**config.mk**
```make
export PLATFORM = sky130hd
export DESIGN_NAME = nibble_serial_adder_ctrl
export DESIGN_NICKNAME = d
export VERILOG_FILES = /design/src/rtl/nibble_serial_adder_ctrl_pkg.sv /design/src/rtl/nibble_serial_adder_ctrl_nibble_cla4.sv /design/src/rtl/nibble_serial_adder_ctrl.sv
export SDC_FILE = /design/constraint.sdc
export NUM_CORES = 1
export LEC_CHECK = 0
export BUFFER_PORTS_ARGS = -buffer_cell sky130_fd_sc_hd__buf_2
export CAP_MARGIN = 30
export CORE_ASPECT_RATIO = 0.8
export CORE_MARGIN = 3
export CORE_UTILIZATION = 40
export DETAILED_ROUTE_END_ITERATION = 16
export GPL_TIMING_DRIVEN = 0
export MAX_ROUTING_LAYER = met4
export RECOVER_POWER = 25
export SETUP_SLACK_MARGIN = 0.1
export SLEW_MARGIN = 30
export SYNTH_ARGS = -nofsm -noshare
export SYNTH_HDL_FRONTEND = slang
export SYNTH_SLANG_ARGS = --single-unit
```
**constraint.sdc**
```tcl
create_clock -name i_clk -period 2.92 [get_ports i_clk]
set_input_delay 0.292 -clock i_clk [delete_from_list [all_inputs] [get_ports i_clk]]
set_output_delay 0.292 -clock i_clk [all_outputs]
set_load 0.05 [all_outputs]
```
**src/rtl/nibble_serial_adder_ctrl_pkg.sv**
```systemverilog
// Shared types and constants for the nibble-serial adder controller.
// Holds the FSM state encoding, the slice width and the operand-width legality check.
package nibble_serial_adder_ctrl_pkg;

  localparam int NIBBLE_W = 4;

  typedef enum logic [1:0] {
    S_IDLE = 2'd0,
    S_RUN  = 2'd1,
    S_DONE = 2'd2
  } state_t;

  // Operands must split into a whole number of slice-wide nibbles.
  function automatic bit width_ok(input int w);
    return (w >= NIBBLE_W) && ((w % NIBBLE_W) == 0);
  endfunction

endpackage

```
**src/rtl/nibble_serial_adder_ctrl_nibble_cla4.sv**
```systemverilog
// Combinational 4-bit carry-lookahead slice.
// All carries come from generate/propagate terms of this nibble, not from a ripple chain.
module nibble_cla4
  import nibble_serial_adder_ctrl_pkg::*;
(
  input  logic [NIBBLE_W-1:0] i_a,
  input  logic [NIBBLE_W-1:0] i_b,
  input  logic                i_cin,
  output logic [NIBBLE_W-1:0] o_sum,
  output logic                o_cout
);

  logic [NIBBLE_W-1:0] w_g;
  logic [NIBBLE_W-1:0] w_p;
  logic [NIBBLE_W:0]   w_c;

  assign w_g = i_a & i_b;
  assign w_p = i_a ^ i_b;

  assign w_c[0] = i_cin;
  assign w_c[1] = w_g[0] | (w_p[0] & i_cin);
  assign w_c[2] = w_g[1] | (w_p[1] & w_g[0]) | (w_p[1] & w_p[0] & i_cin);
  assign w_c[3] = w_g[2] | (w_p[2] & w_g[1]) | (w_p[2] & w_p[1] & w_g[0])
                | (w_p[2] & w_p[1] & w_p[0] & i_cin);
  assign w_c[4] = w_g[3] | (w_p[3] & w_g[2]) | (w_p[3] & w_p[2] & w_g[1])
                | (w_p[3] & w_p[2] & w_p[1] & w_g[0])
                | (w_p[3] & w_p[2] & w_p[1] & w_p[0] & i_cin);

  assign o_sum  = w_p ^ w_c[NIBBLE_W-1:0];
  assign o_cout = w_c[NIBBLE_W];

endmodule

```
**src/rtl/nibble_serial_adder_ctrl.sv**
```systemverilog
// WIDTH-bit add/subtract sequenced through one 4-bit CLA slice, LSB nibble first,
// with valid/ready handshakes on the request and result sides.
module nibble_serial_adder_ctrl
  import nibble_serial_adder_ctrl_pkg::*;
#(
  parameter int WIDTH = 16
) (
  input  logic             i_clk,
  input  logic             i_rst_n,
  input  logic             i_in_valid,
  output logic             o_in_ready,
  input  logic [WIDTH-1:0] i_op_a,
  input  logic [WIDTH-1:0] i_op_b,
  input  logic             i_cin,
  input  logic             i_sub,
  output logic             o_out_valid,
  input  logic             i_out_ready,
  output logic [WIDTH-1:0] o_result,
  output logic             o_cout,
  output logic             o_ovf,
  output logic             o_busy
);

  localparam int NIB   = WIDTH / NIBBLE_W;
  localparam int CNT_W = (NIB > 1) ? $clog2(NIB) : 1;

  if (!width_ok(WIDTH)) begin : g_bad_width
    $error("nibble_serial_adder_ctrl: WIDTH must be a positive multiple of 4");
  end

  state_t             r_state;
  state_t             w_state_next;
  logic [WIDTH-1:0]   r_a;
  logic [WIDTH-1:0]   r_b;
  logic               r_carry;
  logic [CNT_W-1:0]   r_cnt;
  logic               r_cout;
  logic               r_ovf;
  logic [NIBBLE_W-1:0] r_res_nib [NIB];

  logic [NIBBLE_W-1:0] w_a_nibs [NIB];
  logic [NIBBLE_W-1:0] w_b_nibs [NIB];
  logic [NIBBLE_W-1:0] w_a_nib;
  logic [NIBBLE_W-1:0] w_b_nib;
  logic [NIBBLE_W-1:0] w_sum;
  logic                w_slice_cout;
  logic                w_accept;
  logic                w_run;
  logic                w_last;
  logic                w_msb_cin;

  assign w_accept = (r_state == S_IDLE) && i_in_valid;
  assign w_run    = (r_state == S_RUN);
  assign w_last   = w_run && (r_cnt == CNT_W'(NIB - 1));

  // Nibble views of the operand registers, selected by the counter.
  for (genvar gi = 0; gi < NIB; gi++) begin : g_nib_view
    assign w_a_nibs[gi] = r_a[gi*NIBBLE_W +: NIBBLE_W];
    assign w_b_nibs[gi] = r_b[gi*NIBBLE_W +: NIBBLE_W];
  end

  assign w_a_nib = w_a_nibs[r_cnt];
  assign w_b_nib = w_b_nibs[r_cnt];

  nibble_cla4 u_slice (
    .i_a    (w_a_nib),
    .i_b    (w_b_nib),
    .i_cin  (r_carry),
    .o_sum  (w_sum),
    .o_cout (w_slice_cout)
  );

  // Carry into the sign bit, recovered from its sum bit; only meaningful on the last nibble.
  assign w_msb_cin = r_a[WIDTH-1] ^ r_b[WIDTH-1] ^ w_sum[NIBBLE_W-1];

  always_ff @(posedge i_clk or negedge i_rst_n) begin
    if (!i_rst_n) begin
      r_state <= S_IDLE;
    end else begin
      r_state <= w_state_next;
    end
  end

  always_comb begin
    w_state_next = r_state;
    o_in_ready   = 1'b0;
    o_out_valid  = 1'b0;
    o_busy       = 1'b1;
    case (r_state)
      S_IDLE: begin
        o_in_ready = 1'b1;
        o_busy     = 1'b0;
        if (i_in_valid) w_state_next = S_RUN;
      end
      S_RUN: begin
        if (w_last) w_state_next = S_DONE;
      end
      S_DONE: begin
        o_out_valid = 1'b1;
        if (i_out_ready) w_state_next = S_IDLE;
      end
      default: begin
        w_state_next = S_IDLE;
      end
    endcase
  end

  always_ff @(posedge i_clk or negedge i_rst_n) begin
    if (!i_rst_n) begin
      r_a     <= '0;
      r_b     <= '0;
      r_carry <= 1'b0;
      r_cnt   <= '0;
      r_cout  <= 1'b0;
      r_ovf   <= 1'b0;
    end else if (w_accept) begin
      r_a     <= i_op_a;
      r_b     <= i_sub ? ~i_op_b : i_op_b;
      r_carry <= i_sub ? 1'b1 : i_cin;
      r_cnt   <= '0;
    end else if (w_run) begin
      r_carry <= w_slice_cout;
      if (w_last) begin
        r_cnt  <= '0;
        r_cout <= w_slice_cout;
        r_ovf  <= w_msb_cin ^ w_slice_cout;
      end else begin
        r_cnt  <= r_cnt + CNT_W'(1);
      end
    end
  end

  for (genvar gi = 0; gi < NIB; gi++) begin : g_res
    always_ff @(posedge i_clk or negedge i_rst_n) begin
      if (!i_rst_n) begin
        r_res_nib[gi] <= '0;
      end else if (w_accept) begin
        r_res_nib[gi] <= '0;
      end else if (w_run && (r_cnt == CNT_W'(gi))) begin
        r_res_nib[gi] <= w_sum;
      end
    end
    assign o_result[gi*NIBBLE_W +: NIBBLE_W] = r_res_nib[gi];
  end

  assign o_cout = r_cout;
  assign o_ovf  = r_ovf;

endmodule

```
==> results.sh, run 1 <==
export IMPL_worst_path_largest_cell_delay_ns=0.58
export IMPL_synth_top_area_cell="dfrtp_1"
export IMPL_setup_viol=0
export IMPL_cts_buffer_depth=2
export IMPL_status="completed"
export IMPL_first_iter_violations=106
export IMPL_synthArstFlopShare=1.000
export IMPL_dpl_hpwl_um=4478
export IMPL_viasPerCell=5.007
export IMPL_die_w_um=97.56
export IMPL_highest_layer="met4"
export IMPL_fill_cells=640
export IMPL_post_cts_buffers=0
export IMPL_vdd_ir_drop_max_mv=0.5515
export IMPL_initial_core_util=0.4165
export IMPL_crit_buf_inv=1
export IMPL_grt_pass1_vias=2072
export IMPL_leakagePower_uw=0.001583
export IMPL_synth_cell_type_count=32
export IMPL_path_max_fanout=10
export IMPL_setup_tns_ns=0
export IMPL_path_delay_family="compound AO/OA/AOI/OAI gates"
export IMPL_cts_num_sinks=55
export IMPL_startpoint_type="flip-flop"
export IMPL_required_ns=3.16
export IMPL_synthFlopType="dfrtp_1"
export IMPL_slew_violations=0
export IMPL_synth_top_cell_area_share=0.5131
export IMPL_rows=26
export IMPL_hold_slack_ns=0.1549
export IMPL_drc=0
export IMPL_fin_crit_sh=0.9013
export IMPL_io_buffer_count=57
export IMPL_antenna_found_initial=0
export IMPL_syn_num_nets=319
export IMPL_dieArea_mm2=0.007731
export IMPL_layout_commonest_cell="nand2_1"
export IMPL_critPathKind="flip-flop to flip-flop"
export IMPL_wl_per_cell_um=14.58
export IMPL_synth_edf_count=0
export IMPL_yosysWarnings=0
export IMPL_m1WireLength_um=3127
export IMPL_synth_cells=272
export IMPL_first_pass_iters=4
export IMPL_rsz0062_at_grt="false"
export IMPL_fmax_ghz=0.3800
export IMPL_die_h_um=79.25
export IMPL_cts_tree="done"
export IMPL_synthTopCellsByArea="dfrtp_1 (51%), nand2_1 (11%), mux4_2 (6.7%)"
export IMPL_grt_overflow=0
export IMPL_core_area_mm2=0.006441
export IMPL_relSlewSlack=0.08386
export IMPL_crit_slowest_cell="mux4_2"
export IMPL_cap_viol_max_count=0
export IMPL_ctsHoldBuffers=0
export IMPL_postRouteAntennaNets=0
export IMPL_io_pins=59
export IMPL_cts_buffers=5
export IMPL_yosysSeqAreaShare=0.5131
export IMPL_via_count=2108
export IMPL_diodes=0
export IMPL_hp_class="primary input to flip-flop"
export IMPL_drive_above_1_share=0.2522
export IMPL_ys_seq_elements=55
export IMPL_path_cells="buf_6 > mux4_2 > ha_1 > a211oi_2 > o21bai_2 > xor2_4 > nand3_1 > a21oi_1"
export IMPL_worst_pin_slew_ns=1.374
export IMPL_area_growth_pct=19.45
export IMPL_clock_root_buffer="clkbuf_8"
export IMPL_grt_pass1_wl_um=10450
export IMPL_grtUsageTotal=0.1755
export IMPL_finalPower_uw=4184
export IMPL_wl_um=6140
export IMPL_critPathArrivalTime_ns=2.87
export IMPL_h_tree_depth=2
export IMPL_clock_latency_ns=0.32
export IMPL_nets=383
export IMPL_p_per_area_mw_per_mm2=1306
export IMPL_final_cell_mix="nand2_1 (79), buf_2 (62), dfrtp_1 (55), o21ai_1 (24), xnor2_1 (18)"
export IMPL_wl_met3_um=313
export IMPL_syn_area_per_cell_um2=9.862
export IMPL_hold_violations=0
export IMPL_globalplace_congestion=0.7724
export IMPL_grt_max_degree=56
export IMPL_synth_area_mm2=0.002683
export IMPL_period_minus_slack_ns=2.632
export IMPL_cts_reportedPaths_clkPinSlew_ns=0.11
export IMPL_skew_ns=0.01059
export IMPL_cp_end_kind="flip-flop"
export IMPL_route_met2_wl_um=2636
## logic make-up (layout without fill, tap and decap cells)
group / Yosys count / in the layout / share of synthesized area
and+or+nand+nor: 113 / 113 / 0.1740
DFF: 55 / 55 / 0.5131
AOI/OAI and AO/OA: 49 / 49 / 0.1063
xor gates and xnor gates: 19 / 19 / 0.06483
buffers and inverters: 19 / 84 / 0.02985
adders and majority gates: 9 / 9 / 0.04478
muxes: 8 / 8 / 0.06716
## metal layers
layer,vias up,GRT usage
li1,1038,-
met3,7,0.04478
met5,-,-
met2,55,0.2579
met1,1008,0.2510
met4,0,0.03043
## worst reg2reg max path, cell delays in order (launching register included)
cell	delay (ns)
dfrtp_1	0.46
buf_6	0.21
mux4_2	0.58
ha_1	0.35
a211oi_2	0.25
o21bai_2	0.19
xor2_4	0.27
nand3_1	0.12
a21oi_1	0.14
## final timing paths
kind	startpoint	to	slack [ns]	depth (start not counted)
hold / removal	i_op_a[9]	r_a[9]	0.15	3
min in group asynchronous	i_rst_n	r_a[0]	0.28	1
setup reg to reg	r_cnt[0]	o_result[11]	0.29	8
setup / recovery	r_cnt[0]	o_result[11]	0.29	8
hold reg to reg	r_a[12]	r_a[12]	0.48	2
max in group asynchronous	i_rst_n	o_result[7]	1.82	1
## repair_timing
action,in CTS,in global routing
cloned,0,0
gates resized for setup,1,4
endpoints found under the setup margin,4,7
## cells in the mapped netlist, drive strengths merged, types with 3 or more instances
library cell / count
buf: 8
xnor2: 18
clkbuf: 7
inv: 4
o211ai: 3
nand3: 14
dfrtp: 55
ha: 8
mux4: 8
nand2: 79
a21oi: 14
nor2: 11
o21ai: 26
## per-stage QoR
step	area (µm²)	util	std cells	setup slack, ns
after global routing	3204	0.4975	421	0.1006
after global placement	3073	0.4771	413	0.1149
after CTS	3191	0.4953	421	0.1444
final	3204	0.4975	421	0.2882
after detailed placement	3075	0.4775	413	0.09462
after floorplan	2683	-	272	0.4758
## cell type report
type,count,area [µm²],area share
Buffer,15,72.57,0.02265
Clock buffer,5,68.82,0.02148
Clock inverter,3,43.79,0.01367
Inverter,4,15.01,0.004686
Multi-Input combinational cell,198,1237,0.3862
Sequential cell,55,1376,0.4295
Tap cell,84,105.1,0.03280
Timing Repair Buffer,57,285.3,0.08903
## power breakdown
part           leakage, µW  switching [µW]  internal (µW)
combinational     0.000825            1540            849
clock            0.0000581             263            256
sequential        0.000699             187           1090
total              0.00158            1990           2190
## sequential cells by signal, summed over array words and instances, names as in the netlist
name and flops:
o_result 16, r_a 16, r_b 16, r_cnt 2, r_state 2, o_cout 1
o_ovf 1, r_carry 1
Note: power is estimated with default switching activity, not from simulation.
==> run 2: changes to the inputs <==
--- a/config.mk
+++ b/config.mk
@@ -5,11 +5,13 @@
 export SDC_FILE = /design/constraint.sdc
 export NUM_CORES = 1
 export LEC_CHECK = 0
+export ABC_AREA = 1
 export BUFFER_PORTS_ARGS = -buffer_cell sky130_fd_sc_hd__buf_2
 export CAP_MARGIN = 30
 export CORE_ASPECT_RATIO = 0.8
 export CORE_MARGIN = 3
 export CORE_UTILIZATION = 40
+export CTS_BUF_LIST = sky130_fd_sc_hd__clkbuf_8
 export DETAILED_ROUTE_END_ITERATION = 16
 export GPL_TIMING_DRIVEN = 0
 export MAX_ROUTING_LAYER = met4
==> run 2 against run 1 <==
  * Sequential share of layout area is 0.050 points higher
  * Final area is 0.12% lower
  * Clock skew down 0.0066 ns
  * Worst setup slack gained 0.11 ns
  * Via count increased by 2.7%
  * Synthesized cell count is 15% higher
  * Largest cell class unchanged
  * Critical endpoint is now o_result[7]
  * Non-clock buffer count decreased by 4
  * Core utilization fell by 0.058 points
  * Flip-flop and latch count unchanged
  * First-iteration DRC count shrank 0.94%
  * Global-route usage fell by 0.86 points
==> results.sh, run 2 <==
export IMPL_ys_seq_elements=55
export IMPL_first_iter_violations=105
export IMPL_cts_num_sinks=55
export IMPL_worst_path_largest_cell_delay_ns=0.52
export IMPL_setup_viol=0
export IMPL_skew_ns=0.003957
export IMPL_cts_reportedPaths_clkPinSlew_ns=0.10
export IMPL_fmax_ghz=0.3959
export IMPL_slew_violations=0
export IMPL_cts_tree="done"
export IMPL_grt_pass1_wl_um=10060
export IMPL_fill_cells=653
export IMPL_h_tree_depth=2
export IMPL_required_ns=3.16
export IMPL_yosysSeqAreaShare=0.5123
export IMPL_initial_core_util=0.4171
export IMPL_clock_latency_ns=0.31
export IMPL_path_delay_family="simple AND/OR/NAND/NOR gates"
export IMPL_grt_pass1_vias=2011
export IMPL_die_w_um=97.62
export IMPL_io_pins=59
export IMPL_synth_area_mm2=0.002686
export IMPL_globalplace_congestion=0.8097
export IMPL_yosysWarnings=0
export IMPL_fin_crit_sh=0.8651
export IMPL_critPathArrivalTime_ns=2.76
export IMPL_diodes=0
export IMPL_grt_overflow=0
export IMPL_grt_max_degree=56
export IMPL_area_growth_pct=19.14
export IMPL_synthTopCellsByArea="dfrtp_1 (51%), nand2_1 (14%), o21ai_1 (6.1%)"
export IMPL_crit_top_cell="nand2_1"
export IMPL_antenna_found_initial=0
export IMPL_cts_buffer_depth=2
export IMPL_synth_top_area_cell="dfrtp_1"
export IMPL_synthTopCellsByCount="nand2_1 (103), dfrtp_1 (55), o21ai_1 (33)"
export IMPL_hold_violations=0
export IMPL_finalInstanceArea_mm2=0.003201
export IMPL_startpoint_type="flip-flop"
export IMPL_crit_buf_inv=2
export IMPL_synthFlopType="dfrtp_1"
export IMPL_dieArea_mm2=0.007741
export IMPL_crit_slowest_cell="dfrtp_1"
export IMPL_cp_end_kind="flip-flop"
export IMPL_synth_edf_count=0
export IMPL_viasPerCell=4.684
export IMPL_status="completed"
export IMPL_cts_buffers=5
export IMPL_drc=0
export IMPL_drive_above_1_share=0.2407
export IMPL_place_area_mm2=0.003079
export IMPL_synth_cell_type_count=27
export IMPL_wl_per_cell_um=13.06
export IMPL_post_cts_buffers=0
export IMPL_final_core_util=0.4969
export IMPL_dpl_hpwl_um=4374
export IMPL_rows=26
export IMPL_io_buffer_count=57
export IMPL_synth_cells=313
export IMPL_core_area_mm2=0.006441
export IMPL_rsz0062_at_grt="false"
export IMPL_grtUsageTotal=0.1669
export IMPL_die_h_um=79.30
export IMPL_clock_root_buffer="clkbuf_8"
export IMPL_via_count=2164
export IMPL_synthArstFlopShare=1.000
export IMPL_period_minus_slack_ns=2.526
export IMPL_synth_most_common_cell="nand2_1"
export IMPL_first_pass_iters=4
export IMPL_ctsHoldBuffers=0
export IMPL_critPathKind="flip-flop to flip-flop"
export IMPL_postRouteAntennaNets=0
export IMPL_hp_class="primary input to flip-flop"
export IMPL_layout_commonest_cell="nand2_1"
export IMPL_wl_um=6036
export IMPL_path_cells="inv_2 > clkbuf_4 > nor2_1 > o22ai_1 > ha_1 > or2_1 > nand2_1 > nand2_1 > nand2_1 > nand3_1 > o21ai_1"
export IMPL_worst_pin_slew_ns=1.362
export IMPL_syn_area_per_cell_um2=8.583
export IMPL_nets=424
export IMPL_syn_num_nets=360
export IMPL_setup_tns_ns=0
export IMPL_cap_viol_max_count=0
export IMPL_synth_top_cell_area_share=0.5123
export IMPL_final_cell_mix="nand2_1 (103), buf_2 (62), dfrtp_1 (55), o21ai_1 (33), o21ai_0 (19)"
export IMPL_path_max_fanout=11
export IMPL_relSlewSlack=0.09177
==> run 2: cell types whose count changed in the layout (fill, tap and decap cells not counted), moves of 7 or more <==
cell	previous run	this run
nand2_1	79	103
o22ai_1	0	8
o21ai_1	24	33
inv_2	0	10
mux4_2	8	0
nor2_1	11	18
a21oi_1	14	2
o21ai_0	2	19
==> run 2: final cells by class <==
class	instances	area, µm²	area share
Inverter	17	67.56	0.02111
Clock buffer	6	82.58	0.02580
Buffer	11	67.56	0.02111
Tap cell	84	105.1	0.03284
Timing Repair Buffer	57	285.3	0.08913
Sequential cell	55	1376	0.4300
Multi-Input combinational cell	230	1181	0.3690
Clock inverter	2	35.03	0.01095
==> run 2: worst paths after layout <==
kind | slack [ns] | to | from | depth (start not counted)
max in group asynchronous | 1.83 | r_b[11] | i_rst_n | 1
worst max-delay path | 0.39 | o_result[7] | r_cnt[0] | 11
worst max register to register | 0.39 | o_result[7] | r_cnt[0] | 11
min in group asynchronous | 0.28 | r_a[12] | i_rst_n | 1
worst min-delay path | 0.15 | r_state[1] | i_out_ready | 2
worst min register to register | 0.49 | r_a[11] | r_a[11] | 2
==> run 2: what timing repair did <==
item                       CTS  global route
resized for setup            0             2
hold endpoints to repair     0             0
setup endpoints to repair    0             2
==> run 2: cell families after synthesis <==
family          after synthesis  synth area share
simple gates                138            0.2087
buf+inv                      28           0.04797
compound gates               65            0.1276
xor+xnor                     18           0.05869
fa+ha+maj                     9           0.04472
flops                        55            0.5123
==> run 2: per-stage QoR <==
stage	hold WS, ns	std cells	setup WS (ns)
floorplan	-0.003591	313	0.8364
global placement	0.4597	454	0.3725
detailed placement	0.3974	454	0.3161
CTS	0.05578	462	0.2986
global route	0.1239	462	0.1258
finish	0.1484	462	0.3940
==> run 2: worst reg2reg max path, stage by stage, from the launching register on <==
cell,delay [ns]
dfrtp_1,0.52
inv_2,0.20
clkbuf_4,0.25
nor2_1,0.06
o22ai_1,0.23
ha_1,0.31
or2_1,0.24
nand2_1,0.11
nand2_1,0.08
nand2_1,0.10
nand3_1,0.19
o21ai_1,0.18
==> run 2: layer usage <==
layer | vias up | part of all wire | wire length, µm | GRT usage
met2 | 52 | 0.43 | 2618 | 0.2415
met1 | 958 | 0.50 | 3010 | 0.2369
met4 | 0 | 0.0098 | 59 | 0.03873
met3 | 7 | 0.058 | 348 | 0.04214
met5 | - | 0 | 0 | -
li1 | 1147 | - | - | -
Power of run 2 is left out: the tool's default activity adds up to more than one toggle a clock period on the data nets, which glitch-free logic cannot reach.
==> run 3: changes to the inputs <==
==> constraint.sdc (replaced) <==
create_clock -name i_clk -period 2.84 [get_ports i_clk]
set_input_delay 0.284 -clock i_clk [delete_from_list [all_inputs] [get_ports i_clk]]
set_output_delay 0.284 -clock i_clk [all_outputs]
set_load 0.05 [all_outputs]
==> run 3 against run 2 <==
  * Via count unchanged
  * Sequential share of layout area about the same
  * Count of clock-buffer cells in the layout unchanged
  * Core utilization about the same
  * Fmax up 2.2%
  * Routed wire length about the same
  * Register-to-register slack worse by 0.03 ns
  * First-iteration DRC count down 0.95%
  * Critical path depth unchanged
  * Critical endpoint unchanged
==> results.sh, run 3 (same netlist as run 2, synthesis figures left out) <==
export IMPL_required_ns=3.08
export IMPL_r2r_end="o_result[7]"
export IMPL_setup_tns_ns=0
export IMPL_setup_viol=0
export IMPL_grt_pass1_vias=2011
export IMPL_cp_end_kind="flip-flop"
export IMPL_startpoint="r_cnt[0]"
export IMPL_final_core_util=0.4973
export IMPL_worst_pin_slew_ns=1.362
export IMPL_first_pass_iters=4
export IMPL_cts_buffers=5
export IMPL_status="completed"
export IMPL_grtUsageTotal=0.1669
export IMPL_globalplace_congestion=0.8097
export IMPL_multi_input_area_mm2=0.001181
export IMPL_rows=26
export IMPL_dp_cells=454
export IMPL_area_growth_pct=19.24
export IMPL_relSlewSlack=0.09205
export IMPL_hold_violations=0
export IMPL_final_cells=462
export IMPL_clock_latency_ns=0.31
export IMPL_reg2regPathDepth=11
export IMPL_via_count=2164
export IMPL_fmax_ghz=0.4045
export IMPL_grt_max_degree=56
export IMPL_diodes=0
export IMPL_grt_overflow=0
export IMPL_viasPerCell=4.684
export IMPL_path_max_fanout=11
export IMPL_cts_reportedPaths_clkPinSlew_ns=0.10
export IMPL_layout_commonest_cell="nand2_1"
export IMPL_io_buffer_count=57
export IMPL_crit_reg2reg_launch="r_cnt[0]"
export IMPL_cts_num_sinks=55
export IMPL_dieArea_mm2=0.007741
export IMPL_final_cell_mix="nand2_1 (103), buf_2 (62), dfrtp_1 (53), o21ai_1 (33), o21ai_0 (19)"
export IMPL_path_delay_family="simple AND/OR/NAND/NOR gates"
export IMPL_core_area_mm2=0.006441
export IMPL_crit_slowest_cell="dfrtp_2"
export IMPL_crit_buf_inv=2
export IMPL_fill_cells=652
export IMPL_dpl_hpwl_um=4374
export IMPL_h_tree_depth=2
export IMPL_nets=424
export IMPL_critPathArrivalTime_ns=2.71
export IMPL_rsz0062_at_grt="false"
export IMPL_cap_viol_max_count=0
export IMPL_initial_core_util=0.4171
export IMPL_cp_endpoint="o_result[7]"
export IMPL_crit_top_cell="nand2_1"
export IMPL_cts_buffer_depth=2
export IMPL_ctsHoldBuffers=0
export IMPL_startpoint_type="flip-flop"
export IMPL_period_minus_slack_ns=2.472
export IMPL_grt_pass1_wl_um=10060
export IMPL_postRouteAntennaNets=0
export IMPL_seq_area_mm2=0.001379
export IMPL_reg2reg_slack_ns=0.37
export IMPL_slew_violations=0
export IMPL_first_iter_violations=104
export IMPL_antenna_found_initial=0
export IMPL_path_cells="inv_2 > clkbuf_4 > nor2_1 > o22ai_1 > ha_1 > or2_1 > nand2_1 > nand2_1 > nand2_1 > nand3_1 > o21ai_1"
export IMPL_clock_root_buffer="clkbuf_8"
export IMPL_cts_tree="done"
export IMPL_path_depth=11
export IMPL_wl_per_cell_um=13.07
export IMPL_io_pins=59
export IMPL_drive_above_1_share=0.2460
export IMPL_worst_path_largest_cell_delay_ns=0.50
export IMPL_wl_um=6037
export IMPL_die_w_um=97.62
export IMPL_skew_ns=0.004657
export IMPL_drc=0
export IMPL_critPathKind="flip-flop to flip-flop"
export IMPL_die_h_um=79.30
export IMPL_hp_class="primary input to flip-flop"
export IMPL_fin_crit_sh=0.8705
-- run 3: cell counts in the layout (fill, tap and decap cells not counted) --
Identical to the previous run, type by type.
-- run 3: worst min path at each step --
stage | start | to | slack, ns | cells after the start
final | i_out_ready | r_state[1] | 0.14 | 2
after global routing | i_out_ready | r_state[1] | 0.12 | 2
after CTS | i_rst_n | r_a[12] | 0.05 | 1
after detailed placement | i_rst_n | r_a[12] | 0.39 | 1
after global placement | r_a[4] | r_a[4] | 0.46 | 2
after floorplan | i_rst_n | o_cout | -0.01 | 0
-- run 3: worst register-to-register path, stage by stage (launching register included) --
cell      delay (ns)
dfrtp_2         0.50
inv_2           0.16
clkbuf_4        0.25
nor2_1          0.06
o22ai_1         0.23
ha_1            0.31
or2_1           0.24
nand2_1         0.11
nand2_1         0.08
nand2_1         0.10
nand3_1         0.19
o21ai_1         0.18
-- run 3: area by class of cell --
cell class,count,area share
tap,84,0.03281
sequential,55,0.4305
inverter,17,0.02109
timing repair buffer,57,0.08906
buffer,11,0.02109
clock buffer,6,0.02578
multi-input combinational,230,0.3687
clock inverter,2,0.01094
-- run 3: through the flow --
step / setup slack [ns] / hold slack, ns / area, µm²
finish: 0.3679 / 0.1395 / 3203
global route: 0.1373 / 0.1159 / 3203
CTS: 0.2186 / 0.04778 / 3197
detailed placement: 0.2361 / 0.3894 / 3079
global placement: 0.2925 / 0.4597 / 3077
floorplan: 0.7564 / -0.01159 / 2686
-- run 3: metal layers --
metal	routed length, µm	global-route usage	part of all wire	vias to the layer above
met4	59	0.03873	0.0098	0
met1	3010	0.2369	0.50	958
met5	0	-	0	-
met2	2618	0.2415	0.43	52
met3	348	0.04214	0.058	7
li1	-	-	-	1147
-- run 3: repair_timing --
action / CTS / global route
setup endpoints to repair: 0 / 5
buffers inserted: 0 / 0
resized for setup: 0 / 4
Power of run 3 is left out for the same reason.
